### src/rtl/fetch_unit_if.sv
// fetch_unit_if: imem request/response channel plus the IF/ID presentation bundle.
// Latency: none, wires only.
// Backpressure: imem_req_ready throttles requests; the IF/ID consumer holds via the fetch_unit stall input.
interface fetch_unit_if;
   logic        imem_req_valid;
   logic        imem_req_ready;
   logic [31:0] imem_addr;
   logic        imem_rsp_valid;
   logic [31:0] imem_rsp_data;
   logic        if_id_valid;
   logic [31:0] if_id_pc;
   logic [31:0] if_id_inst;

   modport master (
      output imem_req_valid, imem_addr, if_id_valid, if_id_pc, if_id_inst,
      input  imem_req_ready, imem_rsp_valid, imem_rsp_data
   );

   modport slave (
      input  imem_req_valid, imem_addr, if_id_valid, if_id_pc, if_id_inst,
      output imem_req_ready, imem_rsp_valid, imem_rsp_data
   );
endinterface

### src/rtl/fetch_unit.sv
// fetch_unit: PC generation, imem request issue with bounded in-flight fetches, in-order buffer to IF/ID.
// Latency: 1 cycle from imem_rsp_valid to if_id_valid when the buffer is empty.
// Backpressure: stall holds the IF/ID head; requests stop once in-flight + buffered reaches MAX_OUTSTANDING.
// Option: FETCH_MISALIGN_CHECK_EN adds fetch_misalign and blocks fetch after a misaligned redirect.
module fetch_unit #(
   parameter logic [31:0] RESET_PC        = 32'h0000_0000,
   parameter int          MAX_OUTSTANDING = 2
) (
   input  logic         clk,
   input  logic         rst_n,
   input  logic [31:0]  npc_in,
   input  logic         redirect,
   input  logic         stall,
   output logic [31:0]  pc_out,
   fetch_unit_if.master bus
`ifdef FETCH_MISALIGN_CHECK_EN
   ,
   output logic         fetch_misalign
`endif
);
   localparam int         DEPTH   = MAX_OUTSTANDING;
   localparam logic [2:0] MAX_CNT = 3'(MAX_OUTSTANDING);

   // Depth is at most 2, so single-bit pointers suffice.
   function automatic logic ptr_inc(input logic p);
      return (DEPTH == 1) ? 1'b0 : ~p;
   endfunction

   logic [31:0] pc_q, pc_d;
   logic [1:0]  out_q, out_d;          // accepted requests not yet returned (killed ones included)
   logic [1:0]  buf_cnt_q, buf_cnt_d;
   logic [1:0]  kill_q, kill_d;
   logic        pcf_wr_q, pcf_wr_d, pcf_rd_q, pcf_rd_d;
   logic        buf_wr_q, buf_wr_d, buf_rd_q, buf_rd_d;
   logic [31:0] pcf_q [DEPTH];
   logic [31:0] pcf_d [DEPTH];
   logic [31:0] buf_pc_q [DEPTH];
   logic [31:0] buf_pc_d [DEPTH];
   logic [31:0] buf_inst_q [DEPTH];
   logic [31:0] buf_inst_d [DEPTH];

   logic        blocked;
   logic [31:0] redirect_pc;
   logic        req_vld, req_acc, rsp_kill, rsp_keep, pop;

`ifdef FETCH_MISALIGN_CHECK_EN
   logic misalign_q, misalign_d;

   assign blocked        = misalign_q;
   assign redirect_pc    = npc_in;
   assign fetch_misalign = misalign_q;

   // Flag follows the alignment of the most recent redirect target.
   always_comb begin
      misalign_d = misalign_q;
      if (redirect) misalign_d = (npc_in[1:0] != 2'b00);
   end

   // Misalignment flag register.
   always_ff @(posedge clk) begin
      if (!rst_n) misalign_q <= 1'b0;
      else        misalign_q <= misalign_d;
   end
`else
   assign blocked     = 1'b0;
   assign redirect_pc = {npc_in[31:2], 2'b00};
`endif

   // Request is held off during reset so the first one appears as soon as rst_n rises.
   assign req_vld  = rst_n && !redirect && !blocked &&
                     (({1'b0, out_q} + {1'b0, buf_cnt_q}) < MAX_CNT);
   assign req_acc  = req_vld && bus.imem_req_ready;
   assign rsp_kill = bus.imem_rsp_valid && (kill_q != 2'd0);
   assign rsp_keep = bus.imem_rsp_valid && (kill_q == 2'd0);
   assign pop      = (buf_cnt_q != 2'd0) && !stall;

   // Next-state: PC advance, PC FIFO, response buffer, kill accounting; redirect overrides last.
   always_comb begin
      pc_d       = pc_q;
      out_d      = out_q;
      buf_cnt_d  = buf_cnt_q;
      kill_d     = kill_q;
      pcf_wr_d   = pcf_wr_q;
      pcf_rd_d   = pcf_rd_q;
      buf_wr_d   = buf_wr_q;
      buf_rd_d   = buf_rd_q;
      pcf_d      = pcf_q;
      buf_pc_d   = buf_pc_q;
      buf_inst_d = buf_inst_q;

      if (req_acc) begin
         pc_d            = pc_q + 32'd4;
         pcf_d[pcf_wr_q] = pc_q;
         pcf_wr_d        = ptr_inc(pcf_wr_q);
         out_d           = out_q + 2'd1;
      end
      if (bus.imem_rsp_valid) out_d = out_d - 2'd1;
      if (rsp_kill) kill_d = kill_q - 2'd1;
      if (rsp_keep) begin
         buf_pc_d[buf_wr_q]   = pcf_q[pcf_rd_q];
         buf_inst_d[buf_wr_q] = bus.imem_rsp_data;
         buf_wr_d             = ptr_inc(buf_wr_q);
         pcf_rd_d             = ptr_inc(pcf_rd_q);
         buf_cnt_d            = buf_cnt_q + 2'd1;
      end
      if (pop) begin
         buf_rd_d  = ptr_inc(buf_rd_q);
         buf_cnt_d = buf_cnt_d - 2'd1;
      end
      if (redirect) begin
         // No request is accepted this cycle, so out_d is exactly the requests still to come back;
         // a response arriving now is already excluded and counts as returned.
         pc_d      = redirect_pc;
         buf_cnt_d = 2'd0;
         pcf_wr_d  = 1'b0;
         pcf_rd_d  = 1'b0;
         buf_wr_d  = 1'b0;
         buf_rd_d  = 1'b0;
         kill_d    = out_d;
      end
   end

   // State registers; storage is cleared so IF/ID reads zero after reset.
   always_ff @(posedge clk) begin
      if (!rst_n) begin
         pc_q      <= RESET_PC;
         out_q     <= 2'd0;
         buf_cnt_q <= 2'd0;
         kill_q    <= 2'd0;
         pcf_wr_q  <= 1'b0;
         pcf_rd_q  <= 1'b0;
         buf_wr_q  <= 1'b0;
         buf_rd_q  <= 1'b0;
         for (int i = 0; i < DEPTH; i++) begin
            pcf_q[i]      <= 32'd0;
            buf_pc_q[i]   <= 32'd0;
            buf_inst_q[i] <= 32'd0;
         end
      end else begin
         pc_q       <= pc_d;
         out_q      <= out_d;
         buf_cnt_q  <= buf_cnt_d;
         kill_q     <= kill_d;
         pcf_wr_q   <= pcf_wr_d;
         pcf_rd_q   <= pcf_rd_d;
         buf_wr_q   <= buf_wr_d;
         buf_rd_q   <= buf_rd_d;
         pcf_q      <= pcf_d;
         buf_pc_q   <= buf_pc_d;
         buf_inst_q <= buf_inst_d;
      end
   end

   assign pc_out             = pc_q;
   assign bus.imem_req_valid = req_vld;
   assign bus.imem_addr      = pc_q;
   assign bus.if_id_valid    = (buf_cnt_q != 2'd0);
   assign bus.if_id_pc       = buf_pc_q[buf_rd_q];
   assign bus.if_id_inst     = buf_inst_q[buf_rd_q];
endmodule

### src/flat_wrapper.sv
// flat-port wrapper written by rule: the top's interface ports become plain ports
module fetch_unit_flat 
#(
   parameter logic [31:0] RESET_PC        = 32'h0000_0000,
   parameter int          MAX_OUTSTANDING = 2
)
  (clk, rst_n, npc_in, redirect, stall, pc_out, bus_imem_req_valid, bus_imem_addr, bus_if_id_valid, bus_if_id_pc, bus_if_id_inst, bus_imem_req_ready, bus_imem_rsp_valid, bus_imem_rsp_data);
  fetch_unit_if bus_i ();
  input  logic clk;
  input  logic rst_n;
  input  logic [31:0] npc_in;
  input  logic redirect;
  input  logic stall;
  output logic [31:0] pc_out;
  output wire logic [$bits(bus_i.imem_req_valid)-1:0] bus_imem_req_valid;
  output wire logic [$bits(bus_i.imem_addr)-1:0] bus_imem_addr;
  output wire logic [$bits(bus_i.if_id_valid)-1:0] bus_if_id_valid;
  output wire logic [$bits(bus_i.if_id_pc)-1:0] bus_if_id_pc;
  output wire logic [$bits(bus_i.if_id_inst)-1:0] bus_if_id_inst;
  input wire logic [$bits(bus_i.imem_req_ready)-1:0] bus_imem_req_ready;
  input wire logic [$bits(bus_i.imem_rsp_valid)-1:0] bus_imem_rsp_valid;
  input wire logic [$bits(bus_i.imem_rsp_data)-1:0] bus_imem_rsp_data;
  assign bus_imem_req_valid = bus_i.imem_req_valid;
  assign bus_imem_addr = bus_i.imem_addr;
  assign bus_if_id_valid = bus_i.if_id_valid;
  assign bus_if_id_pc = bus_i.if_id_pc;
  assign bus_if_id_inst = bus_i.if_id_inst;
  assign bus_i.imem_req_ready = bus_imem_req_ready;
  assign bus_i.imem_rsp_valid = bus_imem_rsp_valid;
  assign bus_i.imem_rsp_data = bus_imem_rsp_data;
  fetch_unit #(.RESET_PC(RESET_PC), .MAX_OUTSTANDING(MAX_OUTSTANDING)) u_core (.clk(clk), .rst_n(rst_n), .npc_in(npc_in), .redirect(redirect), .stall(stall), .pc_out(pc_out), .bus(bus_i));
endmodule
### config.mk
export PLATFORM = sky130hd
export DESIGN_NAME = fetch_unit_flat
export DESIGN_NICKNAME = d
export VERILOG_FILES = /design/src/rtl/fetch_unit_if.sv /design/src/rtl/fetch_unit.sv /design/src/flat_wrapper.sv
export SDC_FILE = /design/constraint.sdc
export NUM_CORES = 1
export LEC_CHECK = 0
export BUFFER_PORTS_ARGS = -buffer_cell sky130_fd_sc_hd__buf_2
export CAP_MARGIN = 5
export CORE_MARGIN = 4
export CORE_UTILIZATION = 56
export DETAILED_ROUTE_END_ITERATION = 6
export PLACE_DENSITY = 0.82
export SYNTH_ARGS = -nofsm -noshare
export SYNTH_HDL_FRONTEND = slang
export SYNTH_SLANG_ARGS = --single-unit
### constraint.sdc
create_clock -name clk -period 3.1 [get_ports clk]
set_input_delay 0.62 -clock clk [delete_from_list [all_inputs] [get_ports clk]]
set_output_delay 0.62 -clock clk [all_outputs]
set_load 0.01 [all_outputs]
==> reports/results.txt <==
status: complete, no violations
Most used DFF post-synth: dfxtp_1
share of layout cells above drive strength 1: 24.71%
GRT overflow: 0
Worst Hold Class: in -> reg
initial antenna violation count: 3
relative slew slack: 51.83%
worst endpoint data arrival time: 2.04 ns
Worst Reg-to-Reg Cells: 8
PwrDens: 583.2 nW/µm²
WP buf/inv: 2
Synth cell types: 46
CP max-delay cell: dfxtp_2
Critical Path Start Type: flip-flop
die span in y: 143.4 µm
number of global-route vias before repair: 8243
worst slew pin tran: 0.7225 ns
Max Fclk: 0.3766 GHz
first-pass GRT wire length: 41680 µm
Pins Over Slew Limit: 0
DPL Wire Length: 16770 µm
initial DRC count: 651
CTS tree: yes
Layout fillers: 1462
drt pass-1 iters: 5
GP Congestion: 0.7972
Final Hold Viols: 0
Hold EP: u_core.bus.imem_addr[6]
Top Ports: 200
placed insts: 1476
CTS Hold Buffers Added: 0
DR vias/cell: 5.559
NumNets Final: 1347
Routed WL: 26210 µm
number of enable flip-flop cells after synthesis: 0
Die Span X: 143.4 µm
CP peak stage delay: 0.58 ns
Mapped Area: 10270 µm²
largest net degree at the start of global routing: 179
syn avg cell area: 8.825 µm²
gr usage total: 24.78%
Setup TNS: 0 ns
I/O Buffers: 191
DRC Markers: 0
CP Class: reg -> out
worst-skew pair later-pin latency: 0.51 ns
CP endpoint kind: output port
cells along the critical path: buf_12, mux2_2, buf_2
delay-heaviest family, CP: flip-flops
crit-path max FO: 50
pre-CTS setup slack: 0.5433 ns
P&R area growth vs syn: 15.35%
Final Non-Filler Cells: 1523
R2R Path Start: u_core.out_q[0]
Worst VDD drop: 0.4658 mV
CTS H-tree lvls: 1
Finished Core Util: 65.74%
# setup viols final: 0
Setup Skew: 0.008124 ns
vias: 8467
yosys warns: 0
Design Power: 0.006910 W
Tcrit/Tclk final: 85.65%
average routed wire per standard cell: 17.21 µm
worst hold stages: 2
CTS root buf: clkbuf_16
Final min period: 2.655 ns
Initial Utilization: 56.99%
FFs w/ async S/R, synth: 0%
most common cell after layout, fill and taps aside: nand2_1
CTS max path bufs: 3
Clock transition at path regs: 0.06 ns
WP data required: 2.48 ns
postcts setup bufs: 0
share of the yosys chip area belonging to registers: 43.65%
capture point of the worst reg-to-reg path: u_core.bus.imem_addr[29]
Pleak: 5.390 nW
TritonCTS Sinks: 224
number of max-cap violations: 0
RSZ-0062 raised after global routing: false
row cnt: 49
antenna violation net count after detailed routing: 0
Core Box Area: 18020 µm²
Inserted Clock Buffers: 24
hold path start: npc_in[6]
post-synthesis register bit count: 224
commonest cells after routing, fill and taps aside: nand2_1, dfxtp_1, buf_2, a21boi_0, o211a_1
die area: 20580 µm²
min setup slack post-route: 0.4448 ns
post-synthesis instance total: 1164
R2R setup slack: 0.51 ns
PostCTS Resize Cnt: 0
[registers in the layout, indices dropped and copies added (netlist names)]
| signal | flops |
|---|---|
| u_core.bus.imem_addr | 30 |
| u_core.kill_q | 2 |
| u_core.buf_pc_q | 60 |
| u_core.pcf_rd_q | 1 |
| u_core.pcf_q | 60 |
| u_core.buf_rd_q | 1 |
| u_core.pcf_wr_q | 1 |
| u_core.buf_inst_q | 64 |
| u_core.out_q | 2 |
| u_core.buf_wr_q | 1 |
| u_core.buf_cnt_q | 2 |
[power by group]
| group | leakage, nW | switching, W | internal (W) | total [W] |
|---|---|---|---|---|
| clock network | 0.384 | 0.00114 | 0.00168 | 0.00282 |
| logic | 3.18 | 0.000503 | 0.000401 | 0.000904 |
| registers | 1.82 | 0.000152 | 0.00303 | 0.00318 |
| total | 5.39 | 0.00180 | 0.00511 | 0.00691 |
[Yosys cell counts, types with 2 or more instances]
| cell | n | area, µm² |
|---|---|---|
| clkbuf_1 | 68 | 255.2 |
| nand2_1 | 335 | 1257 |
| or3_1 | 3 | 18.77 |
| a21boi_1 | 3 | 22.52 |
| nor2_1 | 14 | 52.55 |
| and4_1 | 6 | 52.55 |
| a31oi_1 | 2 | 12.51 |
| dfxtp_1 | 224 | 4484 |
| o211ai_1 | 3 | 22.52 |
| nand2b_1 | 7 | 43.79 |
| a21oi_1 | 16 | 80.08 |
| nor4_1 | 6 | 37.54 |
| nand3_2 | 2 | 20.02 |
| buf_1 | 6 | 22.52 |
| nor2b_1 | 4 | 25.02 |
| mux2_2 | 63 | 709.4 |
| o21ai_0 | 21 | 105.1 |
| buf_4 | 38 | 285.3 |
| and2_1 | 13 | 81.33 |
| o211a_1 | 67 | 670.6 |
| nand3_1 | 11 | 55.05 |
| mux2i_1 | 31 | 310.3 |
| and3_1 | 5 | 31.28 |
| ha_1 | 3 | 37.54 |
| nor3_1 | 7 | 35.03 |
| xor2_1 | 10 | 87.58 |
| buf_2 | 15 | 75.07 |
| inv_1 | 8 | 30.03 |
| xnor2_1 | 23 | 201.4 |
| nand4_1 | 10 | 62.56 |
| a21boi_0 | 125 | 938.4 |
[per-stage QoR]
step	area (µm²)	hold slack, ns
CTS	11840	0.3256
floorplan	10290	0.4344
global placement	11050	0.4414
global route	11850	0.3465
detailed placement	11050	0.4545
finish	11850	0.3381
[area by class of cell]
class	instances	area (µm²)	share of cell area, %
clock buffers	35	713.2	6.019
well taps	229	286.5	2.418
clock inverters	9	77.57	0.6547
multi-input cells	809	5139	43.37
diodes	3	7.507	0.06336
inverters	8	30.03	0.2534
flip-flops and latches	224	4487	37.87
repair buffers	206	1109	9.356
[worst max-delay path by stage]
stage,from,endpoint,slack [ns],cells after the start
after floorplan,u_core.out_q[0],u_core.pcf_q[34],0.86,8
after global placement,u_core.out_q[0],u_core.bus.imem_addr[29],0.59,8
after detailed placement,u_core.out_q[0],u_core.bus.imem_addr[29],0.54,8
after CTS,u_core.buf_rd_q,bus_if_id_pc[12],0.44,3
after global routing,u_core.out_q[0],u_core.bus.imem_addr[29],0.36,8
final,u_core.buf_rd_q,bus_if_id_pc[17],0.44,3
[metal layers]
layer,routed length (µm),part of all wire [%],global-route usage (%),vias to the layer above
li1,-,-,-,4119
met2,12180,46,40.22,275
met3,1735,6.6,4.659,60
met4,993,3.8,9.267,0
met5,0,0,0,-
met1,11300,43,33.01,4013
[cells by family after synthesis]
group	after synthesis	synth area share (%)
XOR/XNOR	33	2.814
buffers and inverters	136	6.614
adder cells (fa/ha/maj)	4	0.5603
flip-flops	224	43.65
AO/OA/AOI/OAI	244	18.59
multiplexers	94	9.927
AND/OR/NAND/NOR	428	17.81
other	1	0.03651
No activity file was read; power rests on OpenSTA's default activity.
